`config.mk`:
```
export PLATFORM = sky130hd
export DESIGN_NAME = uart_boot_loader
export DESIGN_NICKNAME = d
export VERILOG_FILES = /design/src/rtl/uart_boot_loader.sv
export SDC_FILE = /design/constraint.sdc
export NUM_CORES = 1
export LEC_CHECK = 0
export ABC_AREA = 1
export CORE_UTILIZATION = 47
export CTS_CLUSTER_SIZE = 14
export DETAILED_ROUTE_END_ITERATION = 8
export PLACE_DENSITY = 0.68
export SYNTH_ARGS = -nofsm -noshare
export SYNTH_HDL_FRONTEND = slang
export SYNTH_SLANG_ARGS = --single-unit
```
`constraint.sdc`:
```
create_clock -name clk -period 2.2 [get_ports clk]
set_input_delay 0.44 -clock clk [delete_from_list [all_inputs] [get_ports clk]]
set_output_delay 0.44 -clock clk [all_outputs]
set_load 0.005 [all_outputs]
```
`src/rtl/uart_boot_loader.sv`:
```
// uart_boot_loader
// Serial program loader for the instruction memory. A framed image arrives
// on a UART line: sync byte 8'hA5, a 16-bit little-endian word count N, then
// N little-endian 32-bit words. Each completed word is written to program
// memory with a single-cycle strobe. The core is held in reset until the
// image is complete.
//
// Optional build macro: BOOT_CHECKSUM_EN. When defined, an 8-bit XOR of all
// data bytes must follow the last word (a zero-length image expects 8'h00).
//
// Ports:
//   clk        in   system clock
//   reset      in   asynchronous active-low reset
//   uart_rx    in   serial input, idle high (8N1, LSB first)
//   prog_we    out  program memory write strobe, one-cycle pulse
//   prog_addr  out  byte address of the write (BASE_ADDR + 4*word_index)
//   prog_wdata out  write data
//   core_hold  out  1 = keep core in reset
//   boot_done  out  image loaded, sticky until reset
//   boot_error out  protocol/framing/length error, sticky until reset
module uart_boot_loader #(
   parameter int          CLK_FREQ   = 50000000,
   parameter int          BAUD       = 115200,
   parameter logic [31:0] BASE_ADDR  = 32'h0040_0000,
   parameter int          MAX_WORDS  = 1024,
   parameter int          ADDR_WIDTH = 32
) (
   input  logic                  clk,
   input  logic                  reset,
   input  logic                  uart_rx,
   output logic                  prog_we,
   output logic [ADDR_WIDTH-1:0] prog_addr,
   output logic [31:0]           prog_wdata,
   output logic                  core_hold,
   output logic                  boot_done,
   output logic                  boot_error
);

   localparam int CLKS_PER_BIT = CLK_FREQ / BAUD;
   localparam int HALF_M1      = (CLKS_PER_BIT / 2 > 0) ? (CLKS_PER_BIT / 2 - 1) : 0;
   localparam int FULL_M1      = (CLKS_PER_BIT > 0) ? (CLKS_PER_BIT - 1) : 0;
   localparam int CW           = $clog2(CLKS_PER_BIT + 1);

   localparam logic [1:0] RX_IDLE  = 2'd0;
   localparam logic [1:0] RX_START = 2'd1;
   localparam logic [1:0] RX_DATA  = 2'd2;
   localparam logic [1:0] RX_STOP  = 2'd3;

   localparam logic [2:0] WAIT_SYNC = 3'd0;
   localparam logic [2:0] LEN_LO    = 3'd1;
   localparam logic [2:0] LEN_HI    = 3'd2;
   localparam logic [2:0] DATA      = 3'd3;
`ifdef BOOT_CHECKSUM_EN
   localparam logic [2:0] CHECK     = 3'd4;
`endif
   localparam logic [2:0] DONE      = 3'd5;
   localparam logic [2:0] ERR       = 3'd6;

   logic                  rx_meta_r, rx_sync_r, rx_prev_r;
   logic [1:0]            rx_state_r;
   logic [CW-1:0]         clk_cnt_r;
   logic [2:0]            bit_idx_r;
   logic [7:0]            shift_r;
   logic                  byte_valid_r, frame_err_r;

   logic [2:0]            frm_state_r;
   logic [15:0]           len_r, word_idx_r;
   logic [1:0]            byte_cnt_r;
   logic [31:0]           word_r;
   logic                  prog_we_r;
   logic [ADDR_WIDTH-1:0] prog_addr_r;
   logic [31:0]           prog_wdata_r;
   logic                  core_hold_r, boot_done_r, boot_error_r;
   logic [15:0]           len_full_s;
   logic [31:0]           word_full_s;

`ifdef BOOT_CHECKSUM_EN
   logic [7:0]            csum_r;

   // Running XOR checksum over the data bytes.
   function automatic logic [7:0] csum_update(input logic [7:0] acc, input logic [7:0] data);
      csum_update = acc ^ data;
   endfunction
`endif

   assign len_full_s  = {shift_r, len_r[7:0]};
   // Bytes enter at the top so the first byte of a word ends up in [7:0].
   assign word_full_s = {shift_r, word_r[31:8]};

   // Two-flop synchronizer plus a delayed copy for falling-edge detection.
   always_ff @(posedge clk or negedge reset) begin
      if (!reset) begin
         rx_meta_r <= 1'b1;
         rx_sync_r <= 1'b1;
         rx_prev_r <= 1'b1;
      end else begin
         rx_meta_r <= uart_rx;
         rx_sync_r <= rx_meta_r;
         rx_prev_r <= rx_sync_r;
      end
   end

   // Byte receiver: mid-bit sampling, emits byte_valid or frame_err pulses.
   always_ff @(posedge clk or negedge reset) begin
      if (!reset) begin
         rx_state_r   <= RX_IDLE;
         clk_cnt_r    <= {CW{1'b0}};
         bit_idx_r    <= 3'd0;
         shift_r      <= 8'd0;
         byte_valid_r <= 1'b0;
         frame_err_r  <= 1'b0;
      end else begin
         byte_valid_r <= 1'b0;
         frame_err_r  <= 1'b0;
         case (rx_state_r)
            RX_IDLE: begin
               if (rx_prev_r && !rx_sync_r) begin
                  rx_state_r <= RX_START;
                  clk_cnt_r  <= CW'(HALF_M1);
               end
            end
            RX_START: begin
               if (clk_cnt_r != {CW{1'b0}}) begin
                  clk_cnt_r <= clk_cnt_r - CW'(1);
               end else if (!rx_sync_r) begin
                  rx_state_r <= RX_DATA;
                  clk_cnt_r  <= CW'(FULL_M1);
                  bit_idx_r  <= 3'd0;
               end else begin
                  // Line went back high: a glitch, not a start bit.
                  rx_state_r <= RX_IDLE;
               end
            end
            RX_DATA: begin
               if (clk_cnt_r != {CW{1'b0}}) begin
                  clk_cnt_r <= clk_cnt_r - CW'(1);
               end else begin
                  shift_r   <= {rx_sync_r, shift_r[7:1]};
                  clk_cnt_r <= CW'(FULL_M1);
                  if (bit_idx_r == 3'd7) begin
                     rx_state_r <= RX_STOP;
                  end else begin
                     bit_idx_r <= bit_idx_r + 3'd1;
                  end
               end
            end
            RX_STOP: begin
               if (clk_cnt_r != {CW{1'b0}}) begin
                  clk_cnt_r <= clk_cnt_r - CW'(1);
               end else begin
                  if (rx_sync_r) begin
                     byte_valid_r <= 1'b1;
                  end else begin
                     frame_err_r <= 1'b1;
                  end
                  rx_state_r <= RX_IDLE;
               end
            end
            default: rx_state_r <= RX_IDLE;
         endcase
      end
   end

   // Frame FSM: parses sync/length/data and drives the program write port.
   always_ff @(posedge clk or negedge reset) begin
      if (!reset) begin
         frm_state_r  <= WAIT_SYNC;
         len_r        <= 16'd0;
         word_idx_r   <= 16'd0;
         byte_cnt_r   <= 2'd0;
         word_r       <= 32'd0;
         prog_we_r    <= 1'b0;
         prog_addr_r  <= {ADDR_WIDTH{1'b0}};
         prog_wdata_r <= 32'd0;
`ifdef BOOT_CHECKSUM_EN
         csum_r       <= 8'd0;
`endif
      end else begin
         prog_we_r <= 1'b0;
         case (frm_state_r)
            WAIT_SYNC: begin
               if (byte_valid_r && (shift_r == 8'hA5)) begin
                  frm_state_r <= LEN_LO;
`ifdef BOOT_CHECKSUM_EN
                  csum_r      <= 8'd0;
`endif
               end
            end
            LEN_LO: begin
               if (frame_err_r) begin
                  frm_state_r <= ERR;
               end else if (byte_valid_r) begin
                  len_r[7:0]  <= shift_r;
                  frm_state_r <= LEN_HI;
               end
            end
            LEN_HI: begin
               if (frame_err_r) begin
                  frm_state_r <= ERR;
               end else if (byte_valid_r) begin
                  len_r      <= len_full_s;
                  word_idx_r <= 16'd0;
                  byte_cnt_r <= 2'd0;
                  if (len_full_s == 16'd0) begin
`ifdef BOOT_CHECKSUM_EN
                     frm_state_r <= CHECK;
`else
                     frm_state_r <= DONE;
`endif
                  end else if ({16'd0, len_full_s} > 32'(MAX_WORDS)) begin
                     frm_state_r <= ERR;
                  end else begin
                     frm_state_r <= DATA;
                  end
               end
            end
            DATA: begin
               if (frame_err_r) begin
                  frm_state_r <= ERR;
               end else if (byte_valid_r) begin
                  word_r     <= word_full_s;
                  byte_cnt_r <= byte_cnt_r + 2'd1;
`ifdef BOOT_CHECKSUM_EN
                  csum_r     <= csum_update(csum_r, shift_r);
`endif
                  if (byte_cnt_r == 2'd3) begin
                     prog_we_r    <= 1'b1;
                     prog_addr_r  <= ADDR_WIDTH'(BASE_ADDR) + ADDR_WIDTH'({word_idx_r, 2'b00});
                     prog_wdata_r <= word_full_s;
                     word_idx_r   <= word_idx_r + 16'd1;
                     if (word_idx_r == (len_r - 16'd1)) begin
`ifdef BOOT_CHECKSUM_EN
                        frm_state_r <= CHECK;
`else
                        frm_state_r <= DONE;
`endif
                     end
                  end
               end
            end
`ifdef BOOT_CHECKSUM_EN
            CHECK: begin
               if (frame_err_r) begin
                  frm_state_r <= ERR;
               end else if (byte_valid_r) begin
                  frm_state_r <= (shift_r == csum_r) ? DONE : ERR;
               end
            end
`endif
            DONE:    frm_state_r <= DONE;
            ERR:     frm_state_r <= ERR;
            default: frm_state_r <= ERR;
         endcase
      end
   end

   // Status outputs registered from the frame state; DONE and ERR are terminal.
   always_ff @(posedge clk or negedge reset) begin
      if (!reset) begin
         core_hold_r  <= 1'b1;
         boot_done_r  <= 1'b0;
         boot_error_r <= 1'b0;
      end else begin
         core_hold_r  <= (frm_state_r != DONE);
         boot_done_r  <= (frm_state_r == DONE);
         boot_error_r <= (frm_state_r == ERR);
      end
   end

   assign prog_we    = prog_we_r;
   assign prog_addr  = prog_addr_r;
   assign prog_wdata = prog_wdata_r;
   assign core_hold  = core_hold_r;
   assign boot_done  = boot_done_r;
   assign boot_error = boot_error_r;

endmodule
```
[Word-level counts from Yosys, hierarchy flattened]
Index checks and enable logic that the tools add are counted.
Cells by class
  $add $sub $neg: 6
  magnitude comparators: 1
  equal/unequal tests: 33
  muxes and demuxes: 55
  bitwise gates (word level): 3
  reductions and logical operators: 20
Operators by type and width (number)
  16-bit 2-to-1 mux: 5
  3-bit 2-to-1 mux: 15
  9-bit 2-to-1 mux: 5
  9-bit one-hot mux with 4 select lines: 1
  16-bit one-hot mux with 2 select lines: 1
  2-bit inequality test, second input constant: 14
  23-bit by 18-bit adder with 24-bit output, first input constant: 1
  8-bit 2-to-1 mux: 3
  3-bit inequality test, second input constant: 7
  2-bit 2-to-1 mux: 10
  16-bit by 1-bit adder with 16-bit output, second input constant: 1
  16-bit equality test: 1
  16-bit by 11-bit greater-than comparator with 1-bit output, second input constant: 1
  16-bit zero test: 1
  8-bit one-hot mux with 2 select lines: 1
  16-bit by 1-bit subtractor with 16-bit output, second input constant: 1
  3-bit one-hot mux with 5 select lines: 1
  5-bit AND reduction: 3
  6-bit AND reduction: 2
  1-bit 2-to-1 mux: 10
  3-bit equality test, second input constant: 3
  3-bit AND reduction: 3
  9-bit nonzero test: 1
  9-bit by 1-bit subtractor with 9-bit output, second input constant: 1
  other kinds (18): 26
Word-level totals
  bits in registers: 164
  bits of input ports: 3
  output and inout bits: 68
  logic and storage cells: 139

[Logic depth before layout (Yosys ltp)]
Gate-level depths: netlist (run 1).
  word-level depth: 7
  gate-level depth with buffers: 16
  mapped depth without buffers: 16

[Least setup slack after synthesis (run 1)]
OpenSTA, ideal clock, no wires.
  kind: register to register
  start: register len_r[0]
  end: register frm_state_r[0]
  library setup time: 0.117 ns
  arrival time: 1.674 ns
  required time: 2.083 ns
  setup slack: 0.409 ns
  cell stages (with the launch flop): 16
  buffers on the path: 0
  period minus slack after synthesis: 1.791 ns
  cells stage by stage: dfrtp_1 > inv_1 > ha_1 > nand2_2 > nor2_4 > nand2_1 > nand2_1 > nand2_1 > nor2_1 > nand2_1 > nor2_1 > nand3_1 > nand2_1 > nand2_1 > nand2_1 > nand2_1
On the way
  longest elaborated chain between the ends: 6
  elaborated cells between the ends (all ways): 11
RTL lines
  start: declaration: line 67  | logic [15:0] len_r, word_idx_r;
  start signal: assignment: line 193  | len_r[7:0] <= shift_r;
  start signal: assignment: line 201  | len_r <= len_full_s;
  branches (longest 6 deep; another with 16-bit by 1-bit subtractor with 16-bit output)
  end signal: assignment: line 183  | frm_state_r <= LEN_LO;
  end signal: assignment: line 199  | frm_state_r <= ERR;
  end signal: assignment: line 208  | frm_state_r <= DONE;
  end: declaration: line 66  | logic [2:0] frm_state_r;
Parallel ways; which one is timed is not known. The select of a mux whose other input is x is not followed.
A chain may end at the register's enable or synchronous reset.

[Worst setup path in the final report (run 1)]
Same ends and word-level chain as after synthesis.

==> metrics.md, run 1 <==
| Metric | Value |
|---|---|
| Vias in the first global route | 4,986 |
| Post-CTS setup buffers | 0 |
| Worst setup path start | len_r[0] |
| Full die area | 15,140 µm² |
| # rows | 43 |
| LEAKAGE | a little under 0.004 µW |
| Outcome | complete, no violations |
| Post-synth EDFFs | 0 |
| Startpoint types | flop |
| Share of layout cells above drive strength 1 | 0.1296 |
| Drt first pass iters | 5 |
| Max-Cap Viols | 0 |
| H-tree depth | 4 |
| Detail Placement HPWL | 10.94 mm |
| Seq/Total Area, Yosys | 0.5132 |
| Routed vias/inst | ~5.1 |
| Post-synth top flop | dfrtp_1 |
| WS Path Type | flop to flop |
| Final min period | slightly below 2 ns |
| Fin. Hold Viols | 0 |
| CP Buf/Inv Count | 1 |
| Reg2Reg Depth | 13 |
| Clock Skew | 0.008059 ns |
| CTS sink count | around 140 |
| CP Depth | 13 |
| Antenna cells | 0 |
| Drc violations | 0 |
| # setup viols final | 0 |
| RSZ-0062 raised after global routing | false |
| Final Util | 0.5857 |
| Final WL | about 15 mm |
| Reg-to-Reg End | frm_state_r[0] |
| Relative max-transition margin | 0.6593 |
| IO Port Bufs | 55 |
| Clk Latency, worst-skew pair | around 0.42 ns |
| Fraction of registers with async set or reset after synthesis | 1.000 |
| Hold Slack | around 0.36 ns |
| CTS Buf Count | 17 |
| Clock transition at the registers of the reported paths | roughly 0.060 ns |
| P&R area growth vs syn | 19.92% |
| Filler cells | 1,208 |
| Horiz. Die Dim | about 120 µm |
| Highest clock rate | approximately 510 MHz |
| Syn. warnings | 0 |
| Largest net degree at the start of global routing | 51 |
| Setup crit end | frm_state_r[0] |
| Worst EP arrival | 2.28 ns |
| Root Driver | clkbuf_16 |
| Critical-path cell list | inv_2 > ha_2 > xnor2_1 > nor2_1 > nand3_1 > nor2_1 > nand2_1 > nor2_1 > nand3_1 > nand2_2 > nand2_1 > nand2_1 > nand2_1 |
| CP dominant cell by count | nand2_1 |
| Synth Register Bits | about 140 |
| DP Cell Count | between 1,000 and 1,500 |
| Top cell family by delay on the critical path | simple AND/OR/NAND/NOR gates |
| # IOs | a little over 70 |
| Crit Path Max Fanout | 7 |
| Wire per inst | 14.42 µm |
| Tcrit/Tclk final | 0.8962 |
| Distinct cells, synth | between 40 and 50 |
| CP Capture Type | flop |
| Worst hold path type | flop to flop |
| Post-Syn Area | 6885 µm² |
| Initial core utilization | 0.4885 |
| Non-Filler Instances | ~1,100 |
| Post-Syn Area per Cell | between 8 and 9 µm² |
| Clock buffer depth | 2 |
| Design Area, Final | 8257 µm² |
| Via count | between 5,000 and 6,000 |
| CTS tree | built |
| Placed cell areas | roughly 7600 µm² |
| Initial antenna violation count | 0 |
| R2R Setup Slk | about 0.23 ns |
| Worst path max stage delay | roughly 0.40 ns |
| Pins Over Slew Limit | 0 |
| PwrDens | between 800 and 900 nW/µm² |
| Worst-Margin Slew | approximately 0.51 ns |
| Worst R2R Start | len_r[0] |
| Total grt overflow | 0 |
| Final setup TNS | 0 ns |
| Die Ht | between 100 and 150 µm |
| Nets | 874 |
| Core area | about 14,000 µm² |
| Initial drt markers | about 320 |
| Post-DRT Antenna Nets | 0 |
| Gp weighted congestion | between 0.9 and 1 |
| Worst vdd ir | 0.0008572 V |
| First-pass GRT wire length | 24.86 mm |
| CP max-delay cell | dfrtp_1 |
| Critical Path RT | roughly 2.5 ns |
| Cells after Synth | roughly 790 |
| GRT Util Overall | 0.2181 |
[metrics by stage]
stage / total power (µW) / setup WS [ns]
after CTS: 6665 / 0.1224
after global placement: 3524 / 0.2037
final: 6633 / 0.2283
after global routing: 6919 / 0.01856
after floorplan: 3371 / 0.4094
after detailed placement: 3572 / 0.1415
[cells in the mapped netlist, types with 9 or more instances]
library cell,number,share of area
ha_1,12,0.022
nand3_1,27,0.020
xor2_1,9,0.011
buf_4,15,0.016
nand2_1,205,0.11
o21ai_2,31,0.039
a21oi_1,11,0.0080
inv_1,91,0.050
nor2_1,58,0.032
o21ai_0,77,0.056
xnor2_1,10,0.013
o21ai_1,10,0.0073
dfrtp_1,137,0.50
nor3_1,10,0.0073
[layout by cell type, fill, tap and decap left out, types with 3 or more instances in the layout]
cell | netlist | layout
nand2_1 | 205 | 203
dfrtp_1 | 137 | 137
inv_1 | 91 | 90
o21ai_0 | 77 | 77
nor2_1 | 58 | 57
clkdlybuf4s50_1 | 0 | 54
o21ai_2 | 31 | 31
nand3_1 | 27 | 27
clkbuf_16 | 0 | 17
conb_1 | 1 | 15
a21oi_1 | 11 | 11
nor3_1 | 10 | 10
o21ai_1 | 10 | 10
xnor2_1 | 10 | 10
ha_1 | 12 | 10
xor2_1 | 9 | 9
nand4_1 | 8 | 8
inv_2 | 7 | 7
nand2_2 | 5 | 7
nor4_1 | 7 | 7
clkbuf_8 | 0 | 7
buf_4 | 15 | 7
nor2_4 | 5 | 6
o22ai_1 | 4 | 4
a22oi_1 | 4 | 4
nor2_2 | 4 | 4
dfstp_2 | 4 | 4
a31oi_1 | 3 | 3
o211ai_1 | 3 | 3
bufinv_16 | 0 | 3
buf_12 | 0 | 3
[report_power, final]
group / switching [µW] / total (µW) / internal [µW]
combinational: 512 / 780 / 267
clock: 1080 / 3080 / 2000
sequential: 67.4 / 2770 / 2700
total: 1660 / 6630 / 4970
[metal layers]
| metal | up-vias | share of wire | track usage | routed length, µm |
|---|---|---|---|---|
| li1 | 2659 | - | - | - |
| met1 | 2560 | 0.49 | 0.3038 | 7373 |
| met2 | 103 | 0.46 | 0.3367 | 6984 |
| met3 | 16 | 0.042 | 0.04843 | 631 |
| met4 | 0 | 0.012 | 0.07455 | 184 |
| met5 | - | 0 | 0 | 0 |
[how the worst min path moves through the flow]
stage | from | end | cells past startpoint
after global placement | rx_meta_r | rx_sync_r | 0
final | rx_meta_r | rx_sync_r | 0
after global routing | rx_meta_r | rx_sync_r | 0
after detailed placement | rx_meta_r | rx_sync_r | 0
after floorplan | reset | asynchronous set/reset pin | 0
after CTS | rx_meta_r | rx_sync_r | 0
[flip-flops by register name, summed over array words and instances (netlist names), 2 cells and up, named ones only]
name,count
word_r,24
len_r,16
frm_state_r,3
prog_addr,17
word_idx_r,16
byte_cnt_r,2
shift_r,8
bit_idx_r,3
prog_wdata,32
clk_cnt_r,9
[worst register-to-register path: stages (launching register included)]
cell	delay, ns
dfrtp_1	0.40
inv_2	0.12
ha_2	0.29
xnor2_1	0.12
nor2_1	0.12
nand3_1	0.09
nor2_1	0.13
nand2_1	0.09
nor2_1	0.10
nand3_1	0.10
nand2_2	0.10
nand2_1	0.07
nand2_1	0.07
nand2_1	0.05
[cell type report]
class                           instances  area (µm²)  share of cell area
Clock buffer                           25       525.5             0.06365
Clock inverter                          7       123.9             0.01500
Inverter                               98       369.1             0.04470
Multi-Input combinational cell        535        2805              0.3397
Sequential cell                       141        3533              0.4279
Tap cell                              180       225.2             0.02728
Timing Repair Buffer                   66       674.4             0.08168
[cells by family after synthesis]
logic type | share of synthesized area
buffers and inverters | 0.08959
other | 0.0005446
adder cells (fa/ha/maj) | 0.02181
AO/OA/AOI/OAI | 0.1307
AND/OR/NAND/NOR | 0.2201
XOR/XNOR | 0.02417
flip-flops | 0.5132
[timing repair]
item | in CTS | in global routing
endpoints found under the hold margin | 45 | 0
endpoints found under the setup margin | 0 | 18
resized for setup | 0 | 7
hold buffers | 1 | 0
Note: power is estimated with default switching activity, not from simulation.
==> inputs of run 2 (changes only) <==
--- a/config.mk
+++ b/config.mk
@@ -9,6 +9,7 @@
 export CORE_UTILIZATION = 47
 export CTS_CLUSTER_SIZE = 14
 export DETAILED_ROUTE_END_ITERATION = 8
+export GPL_TIMING_DRIVEN = 0
 export PLACE_DENSITY = 0.68
 export SYNTH_ARGS = -nofsm -noshare
 export SYNTH_HDL_FRONTEND = slang
==> metrics.md, run 2 (synthesis gave the netlist of run 1 again) <==
| Metric | Value |
|---|---|
| Outcome | complete, no violations |
| Via count | between 5,000 and 6,000 |
| Gp weighted congestion | approximately 0.86 |
| Worst setup path start | frm_state_r[2] |
| Horiz. Die Dim | ~120 µm |
| Clock Skew | about 0.0088 ns |
| Max-Cap Viols | 0 |
| Wire per inst | between 10 and 15 µm |
| Most frequent cells in the layout | nand2_1 (202), dfrtp_1 (137), inv_1 (89), o21ai_0 (77), nor2_1 (58) |
| Final WL | about 15 mm |
| Initial antenna violation count | 0 |
| CTS tree | built |
| Highest clock rate | approximately 500 MHz |
| R2R Setup Slk | ~0.2 ns |
| Die Ht | 123.0 µm |
| Reg-to-Reg End | len_r[15] |
| Worst vdd ir | 0.0005858 V |
| Filler cells | ~1,200 |
| Worst hold path type | flop to flop |
| Antenna cells | 0 |
| Critical Path RT | approximately 2.5 ns |
| Nets | 900 |
| Initial core utilization | 0.4885 |
| WS Path Type | flop to flop |
| Tcrit/Tclk final | 0.9111 |
| Total power | between 6000 and 7000 µW |
| Detail Placement HPWL | ~11 mm |
| Drt first pass iters | 5 |
| PwrDens | 767.9 nW/µm² |
| # rows | between 40 and 50 |
| Post-DRT Antenna Nets | 0 |
| Drc violations | 0 |
| GRT Util Overall | 0.2123 |
| Total grt overflow | 0 |
| Core area | 14,100 µm² |
| CP Capture Type | flop |
| Initial drt markers | ~310 |
| Final min period | about 2 ns |
| Setup crit end | len_r[15] |
| Worst EP arrival | around 2.3 ns |
| IO Port Bufs | 55 |
| Vias in the first global route | about 5,000 |
| Reg2Reg Depth | 9 |
| Share of layout cells above drive strength 1 | 0.1470 |
| H-tree depth | 4 |
| CTS Buf Count | 17 |
| Commonest non-fill, non-tap cell in the layout | nand2_1 |
| Full die area | around 15,000 µm² |
| Largest register FFs | 32 |
| Largest net degree at the start of global routing | between 90 and 100 |
| P&R area growth vs syn | 21.84% |
| Final setup TNS | 0 ns |
| Clk Latency, worst-skew pair | 0.43 ns |
| Clock buffer depth | 2 |
| Crit Path Max Fanout | 10 |
| Fin. Hold Viols | 0 |
| # setup viols final | 0 |
| # IOs | between 70 and 80 |
| LEAKAGE | between 0.003 and 0.004 µW |
| First-pass GRT wire length | 24.38 mm |
| Routed vias/inst | ~5 |
| Pins Over Slew Limit | 0 |
| CTS sink count | roughly 140 |
| Startpoint types | flop |
| Clock transition at the registers of the reported paths | about 0.060 ns |
| Worst R2R Start | frm_state_r[2] |
| RSZ-0062 raised after global routing | false |
| Root Driver | clkbuf_16 |
## run 2: cell types whose count changed in the layout (fill, tap and decap cells not counted), moves of 3 or more
cell        change
clkbuf_1        +5
buf_12          -3
clkinvlp_4      +3
buf_4           +9
buf_6           +8
clkbuf_8        -7
buf_2           +4
## run 2: what timing repair did
| item | CTS | global route |
|---|---|---|
| pin swaps | 0 | 1 |
| setup buffers | 0 | 1 |
| hold buffers | 1 | 0 |
| hold endpoints to repair | 51 | 0 |
| setup endpoints to repair | 2 | 14 |
| gates resized for setup | 1 | 10 |
## run 2: how the worst min path moves through the flow
| stage | depth (start not counted) | end | slack [ns] | start |
|---|---|---|---|---|
| floorplan | 0 | asynchronous set/reset pin | 0.14 | reset |
| global placement | 0 | rx_sync_r | 0.35 | rx_meta_r |
| detailed placement | 0 | rx_sync_r | 0.35 | rx_meta_r |
| CTS | 0 | rx_sync_r | 0.36 | rx_meta_r |
| global route | 0 | rx_sync_r | 0.37 | rx_meta_r |
| finish | 0 | rx_sync_r | 0.36 | rx_meta_r |
## run 2: worst max-delay path: stages, from the launching register on
cell      delay, ns
dfrtp_1        0.41
inv_2          0.12
nand2_2        0.13
nor2_1         0.24
inv_1          0.08
nor2_2         0.32
inv_1          0.11
clkbuf_1       0.26
nand2_1        0.11
o21ai_0        0.09
## run 2: layout make-up
type / count / area [µm²] / share of cell area
sequential: 141 / 3533 / 0.4212
tap: 180 / 225.2 / 0.02685
clock inverter: 13 / 165.2 / 0.01969
buffer: 34 / 250.2 / 0.02983
multi-input combinational: 535 / 2818 / 0.3359
inverter: 98 / 367.9 / 0.04385
clock buffer: 19 / 432.9 / 0.05160
timing repair buffer: 58 / 596.8 / 0.07114
## run 2: power breakdown
group | total (µW) | internal [µW] | switching, µW
registers | 2760 | 2700 | 63.7
clock network | 2910 | 1790 | 1120
logic | 771 | 278 | 493
## run 2: layer usage
layer / share of wire / global-route usage / vias to the layer above
met5: 0 / 0 / -
met4: 0.018 / 0.08057 / 0
met3: 0.040 / 0.04982 / 22
met2: 0.47 / 0.3276 / 105
met1: 0.48 / 0.2909 / 2537
li1: - / - / 2712
## run 2: through the flow
step / instances / area (µm²) / utilization / worst slack [ns] / hold WS [ns]
4_1_cts: 1077 / 8351 / 0.5924 / 0.04694 / 0.3613
5_1_grt: 1078 / 8389 / 0.5952 / 0.01061 / 0.3673
3_5_place_dp: 1044 / 7742 / 0.5493 / -0.02004 / 0.3527
2_1_floorplan: 808 / 6938 / - / 0.4094 / 0.1444
6_report: 1078 / 8389 / 0.5952 / 0.1956 / 0.3626
3_3_place_gp: 1043 / 7714 / 0.5472 / -4.899 / 0.3456
==> inputs of run 3 (changes only) <==
--- a/config.mk
+++ b/config.mk
@@ -11,6 +11,7 @@
 export DETAILED_ROUTE_END_ITERATION = 8
 export GPL_TIMING_DRIVEN = 0
 export PLACE_DENSITY = 0.68
+export SETUP_SLACK_MARGIN = 0.4
 export SYNTH_ARGS = -nofsm -noshare
 export SYNTH_HDL_FRONTEND = slang
 export SYNTH_SLANG_ARGS = --single-unit
==> metrics.md, run 3 (synthesis gave the netlist of run 1 again) <==
| Metric | Value |
|---|---|
| Outcome | complete, no violations |
| Largest net degree at the start of global routing | 91 |
| # IOs | between 70 and 80 |
| R2R Setup Slk | 0.34 ns |
| Fin. Hold Viols | 0 |
| Reg-to-Reg End | frm_state_r[0] |
| Final min period | about 1.9 ns |
| Post-DRT Antenna Nets | 0 |
| IO Port Bufs | between 50 and 60 |
| Nets | roughly 930 |
| Worst R2R Start | len_r[1] |
| Initial drt markers | 277 |
| Highest clock rate | approximately 540 MHz |
| Worst EP arrival | around 2.2 ns |
| Filler cells | about 1,200 |
| Die Ht | approximately 120 µm |
| RSZ-0062 raised after global routing | true |
| Hold Startpoint | rx_meta_r |
| Drc violations | 0 |
| Vias in the first global route | 5,151 |
| Placed cell areas | 7742 µm² |
| DP Cell Count | around 1,000 |
| GRT Util Overall | 0.2174 |
| # setup viols final | 0 |
| Min-Delay Endpoint | rx_sync_r |
| CTS tree | built |
| Wire per inst | 13.88 µm |
| Design Area, Final | between 8000 and 9000 µm² |
| Root Driver | clkbuf_16 |
| First-pass GRT wire length | approximately 25 mm |
| Initial core utilization | 0.4885 |
| Initial antenna violation count | 0 |
| Full die area | 15,140 µm² |
| Core area | ~14,000 µm² |
| Total power | ~6600 µW |
| # rows | 43 |
| Clk Latency, worst-skew pair | around 0.43 ns |
| Grt peak-use layer | met2 |
| Total grt overflow | 0 |
| Critical Path RT | around 2.5 ns |
| Clock Skew | 0.009912 ns |
| Worst hold path type | flop to flop |
| Reg2Reg Depth | 13 |
| Pins Over Slew Limit | 0 |
| Non-Filler Instances | 1,107 |
| Drt first pass iters | 4 |
| CTS Buf Count | 17 |
| P&R area growth vs syn | 27.77% |
| Antenna cells | 0 |
| Detail Placement HPWL | approximately 11 mm |
| Gp weighted congestion | roughly 0.86 |
| Hold Path Stages | 0 |
| Routed vias/inst | between 4 and 5 |
| LEAKAGE | around 0.0042 µW |
| Met1 usage | 0.2931 |
| H-tree depth | 4 |
| Horiz. Die Dim | approximately 120 µm |
| Final WL | ~15 mm |
| Share of layout cells above drive strength 1 | 0.2190 |
| Clock buffer depth | 2 |
| Clock transition at the registers of the reported paths | 0.06 ns |
| Final setup TNS | 0 ns |
| Commonest non-fill, non-tap cell in the layout | nand2_1 |
| Most frequent cells in the layout | nand2_1 (196), dfrtp_1 (127), inv_1 (85), o21ai_0 (74), clkdlybuf4s50_1 (50) |
| WS Path Type | flop to flop |
| Worst vdd ir | roughly 0.00070 V |
| Final Util | 0.6241 |
| Largest register FFs | 32 |
| PwrDens | roughly 750 nW/µm² |
| Met3 Track Usage GR | 0.05074 |
| Max-Cap Viols | 0 |
| Global routing usage on met2 | 0.3402 |
| Via count | 5,521 |
| Crit Path Max Fanout | 6 |
| CP Capture Type | flop |
| Startpoint types | flop |
| Tcrit/Tclk final | 0.8473 |
| CTS sink count | about 140 |
run 3: cell types whose count changed in the layout (fill, tap and decap cells not counted), moves of 5 or more:
cell | before | now
buf_4 | 16 | 46
dfrtp_1 | 137 | 127
dfrtp_2 | 0 | 10
nand2_1 | 202 | 196
nor2_1 | 58 | 43
nor2_2 | 3 | 13
nor2_4 | 6 | 11
run 3: power breakdown:
group          leakage (µW)  total, µW  internal, µW  switching, µW
Combinational       0.00199        899           353            546
Clock              0.000280       2910          1790           1120
Sequential          0.00192       2780          2700           83.3
run 3: worst max-delay path by stage:
stage               slack, ns     start             end  cells past startpoint
CTS                      0.35  len_r[1]  frm_state_r[1]                     13
floorplan                0.41  len_r[0]  frm_state_r[0]                     15
global placement        -4.90     reset       boot_done                      1
global route             0.19  len_r[1]  frm_state_r[0]                     15
finish                   0.34  len_r[1]  frm_state_r[0]                     13
detailed placement      -0.02  len_r[0]  frm_state_r[1]                     13
run 3: what timing repair did:
action,in CTS,in global routing
setup buffers,17,13
setup endpoints to repair,87,110
endpoints found under the hold margin,51,0
pin swaps,17,19
hold buffers,1,0
resized for setup,38,39
run 3: per-stage QoR:
stage | setup WS, ns | hold slack [ns]
after global routing | 0.1938 | 0.3673
after floorplan | 0.4094 | 0.1444
after global placement | -4.899 | 0.3456
final | 0.3359 | 0.3609
after CTS | 0.3475 | 0.3613
after detailed placement | -0.02004 | 0.3527
run 3: routing by layer:
layer  share of wire  wire [µm]  vias to the layer above
met5               0          0                        -
met4           0.018        283                        0
met3           0.042        640                       23
met2            0.47       7287                      112
met1            0.47       7149                     2615
li1                -          -                     2771
run 3: final cells by class:
| cell class | count | area [µm²] | area share |
|---|---|---|---|
| clock buffer | 19 | 432.9 | 0.04921 |
| clock inverter | 13 | 165.2 | 0.01877 |
| timing repair buffer | 87 | 820.8 | 0.09330 |
| sequential | 141 | 3546 | 0.4031 |
| buffer | 34 | 257.7 | 0.02930 |
| tap | 180 | 225.2 | 0.02560 |
| multi-input combinational | 535 | 2977 | 0.3384 |
| inverter | 98 | 372.9 | 0.04238 |
run 3: critical path: stages (launching register included):
cell and delay (ns):
dfrtp_2 0.43, inv_2 0.09, ha_4 0.15, nand2_4 0.06, nor2_4 0.17, nand2_2 0.06
xor2_1 0.18, nand2_1 0.09, nor2_2 0.12, nand3_2 0.12, nand2_4 0.09, nand2_2 0.05
nand2_1 0.07, nand2_1 0.05
